## src/rtl/iir_sequencer.sv

```systemverilog
// Sample-level controller for a first-order IIR datapath.
// Sequences one filter step per sample and owns the coefficient banks.
module iir_sequencer #(
  parameter int W         = 16,
  parameter int FILT_LAT  = 1,
  parameter int FLUSH_CYC = 2
) (
  input  logic         clk,
  input  logic         rst,
  input  logic         s_valid,
  output logic         s_ready,
  input  logic [W-1:0] s_data,
  output logic         m_valid,
  input  logic         m_ready,
  output logic [W-1:0] m_data,
  input  logic         cfg_we,
  input  logic [1:0]   cfg_addr,
  input  logic [W-1:0] cfg_wdata,
  input  logic         cfg_commit,
  input  logic         cfg_flush,
  output logic         cfg_pending,
  output logic         filt_rst,
  output logic         filt_en,
  output logic [W-1:0] filt_x,
  output logic [W-1:0] filt_a1,
  output logic [W-1:0] filt_b0,
  output logic [W-1:0] filt_b1,
  input  logic [W-1:0] filt_y
);

  typedef enum logic [2:0] {
    S_FLUSH, S_IDLE, S_COMMIT,
    S_ISSUE, S_WAIT, S_OUT
  } state_t;

  localparam int CW = 8;

  state_t         r_state;
  state_t         w_next;
  logic [CW-1:0]  r_cnt;
  logic           r_pending;
  logic           r_flush;
  logic           r_filt_rst;
  logic           r_m_valid;
  logic [W-1:0]   r_m_data;
  logic [W-1:0]   r_x;
  logic [W-1:0]   r_sh_a1, r_sh_b0, r_sh_b1;
  logic [W-1:0]   r_a1, r_b0, r_b1;
  logic           w_commit_req;
  logic           w_flush_done;
  logic           w_wait_done;
  logic           w_s_ready;
  logic           w_filt_en;

  // A commit seen this cycle already blocks input acceptance.
  assign w_commit_req = r_pending | cfg_commit;
  assign w_flush_done = (r_cnt == CW'(FLUSH_CYC - 1));
  assign w_wait_done  = (r_cnt == CW'(FILT_LAT - 1));

  always_ff @(posedge clk or negedge rst) begin
    if (!rst) begin
      r_state <= S_FLUSH;
      r_cnt   <= '0;
    end else begin
      r_state <= w_next;
      r_cnt   <= (w_next == r_state) ? r_cnt + CW'(1) : '0;
    end
  end

  always_comb begin
    w_next = r_state;
    unique case (r_state)
      S_FLUSH:  if (w_flush_done) w_next = S_IDLE;
      S_IDLE: begin
        if (w_commit_req)  w_next = S_COMMIT;
        else if (s_valid)  w_next = S_ISSUE;
      end
      S_COMMIT: w_next = r_flush ? S_FLUSH : S_IDLE;
      S_ISSUE:  w_next = S_WAIT;
      S_WAIT:   if (w_wait_done) w_next = S_OUT;
      S_OUT:    if (m_ready) w_next = S_IDLE;
      default:  w_next = S_FLUSH;
    endcase
  end

  always_comb begin
    w_s_ready = 1'b0;
    w_filt_en = 1'b0;
    unique case (r_state)
      S_IDLE:  w_s_ready = ~w_commit_req;
      S_ISSUE: w_filt_en = 1'b1;
      default: ;
    endcase
  end

  always_ff @(posedge clk or negedge rst) begin
    if (!rst) begin
      r_sh_a1 <= '0;
      r_sh_b0 <= '0;
      r_sh_b1 <= '0;
    end else if (cfg_we) begin
      case (cfg_addr)
        2'd0:    r_sh_a1 <= cfg_wdata;
        2'd1:    r_sh_b0 <= cfg_wdata;
        2'd2:    r_sh_b1 <= cfg_wdata;
        default: ;
      endcase
    end
  end

  // A request arriving during COMMIT stays pending for the next boundary.
  always_ff @(posedge clk or negedge rst) begin
    if (!rst) begin
      r_pending <= 1'b0;
      r_flush   <= 1'b0;
      r_a1      <= '0;
      r_b0      <= '0;
      r_b1      <= '0;
    end else if (r_state == S_COMMIT) begin
      r_pending <= cfg_commit;
      r_flush   <= cfg_commit & cfg_flush;
      r_a1      <= r_sh_a1;
      r_b0      <= r_sh_b0;
      r_b1      <= r_sh_b1;
    end else if (cfg_commit) begin
      r_pending <= 1'b1;
      r_flush   <= r_flush | cfg_flush;
    end
  end

  always_ff @(posedge clk or negedge rst) begin
    if (!rst) begin
      r_filt_rst <= 1'b1;
      r_x        <= '0;
      r_m_valid  <= 1'b0;
      r_m_data   <= '0;
    end else begin
      r_filt_rst <= (w_next == S_FLUSH);
      if (s_valid && w_s_ready)
        r_x <= s_data;
      if (r_state == S_WAIT && w_wait_done) begin
        r_m_valid <= 1'b1;
        r_m_data  <= filt_y;
      end else if (r_state == S_OUT && m_ready) begin
        r_m_valid <= 1'b0;
      end
    end
  end

  assign s_ready     = w_s_ready;
  assign filt_en     = w_filt_en;
  assign filt_rst    = r_filt_rst;
  assign filt_x      = r_x;
  assign filt_a1     = r_a1;
  assign filt_b0     = r_b0;
  assign filt_b1     = r_b1;
  assign m_valid     = r_m_valid;
  assign m_data      = r_m_data;
  assign cfg_pending = r_pending;

endmodule

```

## config.mk

```make
export PLATFORM = sky130hd
export DESIGN_NAME = iir_sequencer
export DESIGN_NICKNAME = d
export VERILOG_FILES = /design/src/rtl/iir_sequencer.sv
export SDC_FILE = /design/constraint.sdc
export NUM_CORES = 1
export LEC_CHECK = 0
export ABC_AREA = 1
export CORE_MARGIN = 3
export CORE_UTILIZATION = 49
export CTS_CLUSTER_SIZE = 30
export DETAILED_ROUTE_END_ITERATION = 12
export PLACE_DENSITY = 0.77
export SLEW_MARGIN = 15
export SYNTH_ARGS = -nofsm -noshare
export SYNTH_HDL_FRONTEND = slang
export SYNTH_SLANG_ARGS = --single-unit
```

## constraint.sdc

```tcl
create_clock -name clk -period 2.1 [get_ports clk]
set_clock_uncertainty 0.15 [all_clocks]
set_input_delay 0.42 -clock clk [delete_from_list [all_inputs] [get_ports clk]]
set_output_delay 0.42 -clock clk [all_outputs]
set_load 0.03 [all_outputs]
```

== Yosys cells after proc, flatten, opt, wreduce, memory -nomap -nowiden ==
Index checks and enable logic that the tools add are counted.

* Bits in registers: 143
* Bits of input ports: 57
* Output and inout port bits: 85
* Word-level logic and storage cells: 56

* Add/subtract/negate cells: 1
* Equal/unequal tests: 9
* Multiplexer cells: 16
* Bitwise logic cells: 4
* Reduce and logical (&&, ||, !) cells: 12

{| class="wikitable"
|+ Operators by type and width
! kind !! count
|-
| $pmux W3 S6 || 1
|-
| $mux W3 || 5
|-
| $mux W1 || 9
|-
| $add A8 B1 Y8 const B || 1
|-
| $eq A8 B1 Y1 const B || 1
|-
| $logic_not A8 Y1 || 1
|-
| $mux W8 || 1
|-
| $eq A3 B2 Y1 const B || 2
|-
| $eq A3 B3 Y1 const B || 2
|-
| $logic_not A3 Y1 || 2
|-
| $reduce_and A2 Y1 || 3
|-
| $reduce_bool A2 Y1 || 2
|-
| $eq A3 B1 Y1 const B || 1
|-
| $eq A3 B3 Y1 || 1
|-
| $logic_and A1 B1 Y1 || 3
|-
| $eq A2 B1 Y1 const B || 1
|-
| $eq A2 B2 Y1 const B || 1
|-
| $logic_not A2 Y1 || 1
|-
| $or A1 B1 Y1 || 2
|-
| $and A1 B1 Y1 || 1
|-
| $not A1 Y1 || 1
|}

== Depth between registers and ports, before layout ==
* Depth in word-level cells: 5
* Mapped depth: 9
* Mapped depth without buffers: 9

== Worst setup path before layout ==
No wires, ideal clock.

* Kind: reg-to-output
* From: reg r_pending (netlist: cfg_pending)
* To: out s_ready
* Arrival: 1.126 ns
* Data required time: 1.530 ns
* Setup slack: 0.404 ns
* Stages on the path, launching flop included: 5
* Buffers on the path: 1
* Cell sequence: dfrtp_1 > inv_1 > nand2_1 > nor2_4 > buf_4

* Longest elaborated chain between the ends: 3

{| class="wikitable"
|+ Ends and longest elaborated chain
! what !! RTL line !! source
|-
| from (decl) || 41 || <nowiki>logic r_pending;</nowiki>
|-
| from (signal assigned) || 120 || <nowiki>r_pending <= cfg_commit;</nowiki>
|-
| $or A1 B1 Y1 || 56 || <nowiki>assign w_commit_req = r_pending | cfg_commit;</nowiki>
|-
| $not A1 Y1 || 90 || <nowiki>S_IDLE: w_s_ready = ~w_commit_req;</nowiki>
|-
| $mux W1 || 89 || <nowiki>unique case (r_state)</nowiki>
|-
| to (decl) || 11 || <nowiki>output logic s_ready,</nowiki>
|}

No other way between the ends.

== Worst setup path after layout ==
* From: reg r_b1[14] (netlist: filt_b1[14])
* To: out filt_b1[14]

{| class="wikitable"
|+ RTL lines
! what !! RTL line !! source
|-
| from (decl) || 48 || <nowiki>logic [W-1:0] r_a1, r_b0, r_b1;</nowiki>
|-
| from (signal assigned) || 124 || <nowiki>r_b1 <= r_sh_b1;</nowiki>
|-
| to (decl) || 27 || <nowiki>output logic [W-1:0] filt_b1,</nowiki>
|}

No word-level cell between the ends.

==> flow_summary_export.csv <==
group,metric,value,unit
detailed_routing,vias_per_cell,5.04,
setup_path,critPathTopFamily,"buffers and inverters",
cells_and_area,layout.nets,814,
yosys,yosysTopAreaCellShare,0.633,
detailed_routing,drt_pass1_iterations,4,
setup_path,end_kind,"output pin",
timing,fin_hold_ws,324,ps
yosys,async_reset_ff_frac,1.00,
setup_path,path_class,"reg -> out",
setup_path,critPathBufInv,1,
placement,hpwlAfterDp,9.55,mm
yosys,ys.warnings.count,0,
flow_run,drv_cap,0,
cells_and_area,fill_cells,826,
detailed_routing,drc_errors,0,
detailed_routing,vias,4563,
yosys,yosysUniqueCellTypes,26,
power,peakVddDrop,0.854,mV
clocking,cts_tree,"yes",
global_routing,grt_first_pass_wirelength,23.2,mm
die,row_count,38,
detailed_routing,wl_per_cell,15.2,um
cells_and_area,layout-drive-gt1-share,0.0849,
setup_path,worstPathArrival,1480,ps
yosys,synth_area_leaders,"dfrtp_1 (63%), nand2_1 (18%), o21ai_0 (4.5%), nand3_1 (3.6%), inv_1 (1.8%)",
timing,finalSetupViolations,0,
detailed_routing,wirelength,13.8,mm
yosys,yosys_most_used_dff,"dfrtp_1",
power,p_per_area,1550,nW/um^2
timing,tns,0,ps
clocking,postCtsSetupBuffers,0,
clocking,cts-buffers-inserted,17,
global_routing,grt_pass1_vias,4731,
yosys,synth_top_cells_by_count,"nand2_1 (272), dfrtp_1 (142), o21ai_0 (51)",
cells_and_area,n_antenna_cell,0,
global_routing,grt_util_all_layers,0.228,
yosys,seq_area_frac_synth,0.638,
die,die_x,113,um
die,initial_utilization,0.509,
yosys,synth_nets,665,
timing,max_slew_margin,0.759,
detailed_routing,drt-initial-drc-count,398,
timing,fin_crit,2050,ps
placement,io_buffers,141,
global_routing,overflow,0,
placement,gp_congestion,0.846,
timing,tightest_slew,360,ps
timing,fin_crit_sh,0.977,
yosys,avgSynthCellArea,9.27,um^2
timing,maxSlewViolCount,0,
setup_path,cp_slowest_cell,"clkdlybuf4s50_1",
die,chipHeight,113,um
timing,rsz0062_at_grt,"false",
die,io_pins,142,
power,leakage,0.00397,uW
global_routing,grt_max_degree,48,
timing,clock.fmax,0.487,GHz
global_routing,antenna_found_initial,0,
min_path,min_path_type,"reg -> reg",
yosys,synth_most_common_cell,"nand2_1",
clocking,cts.sinks,143,
timing,hold_violations,0,
yosys,synth_top_area_cell,"dfrtp_1",
setup_path,start_kind,"flip-flop",
setup_path,critPathMaxStageDelay,690,ps
clocking,cts_root_buf,"clkbuf_16",
clocking,insertion_delay,410,ps
yosys,mappedNetlistArea,5610,um^2
yosys,synthCells,605,
detailed_routing,ant_nets,0,
status,outcome,"finished, final reports clean",
die,die-area,12800,um^2
setup_path,path_cells,"clkdlybuf4s50_1",
yosys,synth-seq-cells,143,
clocking,htree_levels,4,
cells_and_area,area_growth,40.5,%
yosys,synth_edf_count,0,
clocking,clk_path_buf_depth,2,
clocking,path_clk_slew,60,ps
setup_path,required,1530,ps
die,core,11000,um^2
setup_path,crit_fanout,2,
-- per-stage QoR --
step | util | worst slack, ps | std cells | instance area, um^2 | total power, uW
after CTS | 0.714 | 12.0 | 906 | 7870 | 12400
after floorplan | - | 404 | 605 | 5610 | 6950
final | 0.714 | 47.8 | 906 | 7880 | 12300
after detailed placement | 0.654 | 77.4 | 874 | 7220 | 9030
after global routing | 0.714 | 3.01 | 906 | 7880 | 12900
after global placement | 0.654 | 97.7 | 874 | 7220 | 8900
-- cells by family after synthesis --
group	count (synthesis)	synth area share
DFF	143	0.638
adders and majority gates	3	0.00669
xor gates and xnor gates	6	0.00937
AOI/OAI and AO/OA	53	0.0484
buffers and inverters	57	0.0442
and+or+nand+nor	343	0.253
-- path summary, 6_finish.rpt --
check                      depth (start not counted)         from  slack [ps]           to
hold reg to reg                                    2    filt_x[6]         320    filt_x[6]
hold / removal                                     2    filt_x[6]         320    filt_x[6]
min in group asynchronous                          2          rst         330    m_data[0]
setup / recovery                                   1  filt_b1[14]          50  filt_b1[14]
setup reg to reg                                   6   r_state[0]         420  filt_a1[10]
max in group asynchronous                          3          rst         850    m_data[9]
-- power breakdown --
group / total [uW] / internal (uW) / switching (uW)
registers: 4240 / 3680 / 560
logic: 4730 / 1840 / 2890
clock network: 3280 / 2160 / 1120
total: 12300 / 7690 / 4570
-- worst reg2reg max path: stages (launching register included) --
cell and delay (ps):
dfrtp_1 460, nor2_1 180, nand2_1 140, inv_2 270, buf_12 240, nand2_1 100
nand2_1 80
-- final cells by class --
cell class / instances / area, um^2 / share of cell area
Clock buffer: 21 / 460 / 0.0584
Clock inverter: 10 / 184 / 0.0233
Timing Repair Buffer: 156 / 1580 / 0.201
Inverter: 31 / 116 / 0.0148
Tap cell: 140 / 175 / 0.0222
Multi-Input combinational cell: 405 / 1780 / 0.226
Sequential cell: 143 / 3580 / 0.454
-- placed cells by master (no fill, tap or decap), types with 2 or more instances in the layout --
cell	instances
buf_4	11
clkbuf_16	17
nor2_4	2
clkinv_2	2
clkinvlp_4	2
clkbuf_1	2
dfrtp_1	142
nand2_2	2
nand2_4	3
nor2_2	3
ha_1	3
nand3_1	40
bufinv_16	5
dlymetal6s2s_1	3
clkdlybuf4s50_1	134
buf_12	4
o21ai_0	51
nand2_1	272
xor2_1	5
clkbuf_8	2
inv_1	27
nor3_1	2
inv_2	4
nor2_1	15
-- per-layer routing --
layer,vias up,GRT usage,part of all wire
li1,2186,-,-
met1,2210,0.295,0.42
met2,152,0.382,0.50
met3,15,0.0647,0.070
met4,0,0.0585,0.011
met5,-,0,0
-- sequential cells by signal, summed over array words and instances, names as in the netlist --
signal / flops
filt_x: 16
r_sh_b0: 16
filt_b0: 16
r_cnt: 8
filt_a1: 16
filt_b1: 16
m_data: 16
r_state: 3
r_sh_b1: 16
cfg_pending: 1
filt_rst: 1
r_sh_a1: 16
r_flush: 1
m_valid: 1
-- repair_timing --
item | CTS | global route
hold buffers | 1 | 0
endpoints found under the setup margin | 2 | 4
pin swaps | 0 | 1
gates resized for setup | 4 | 3
hold endpoints to repair | 31 | 0
Note: power is estimated with default switching activity, not from simulation.
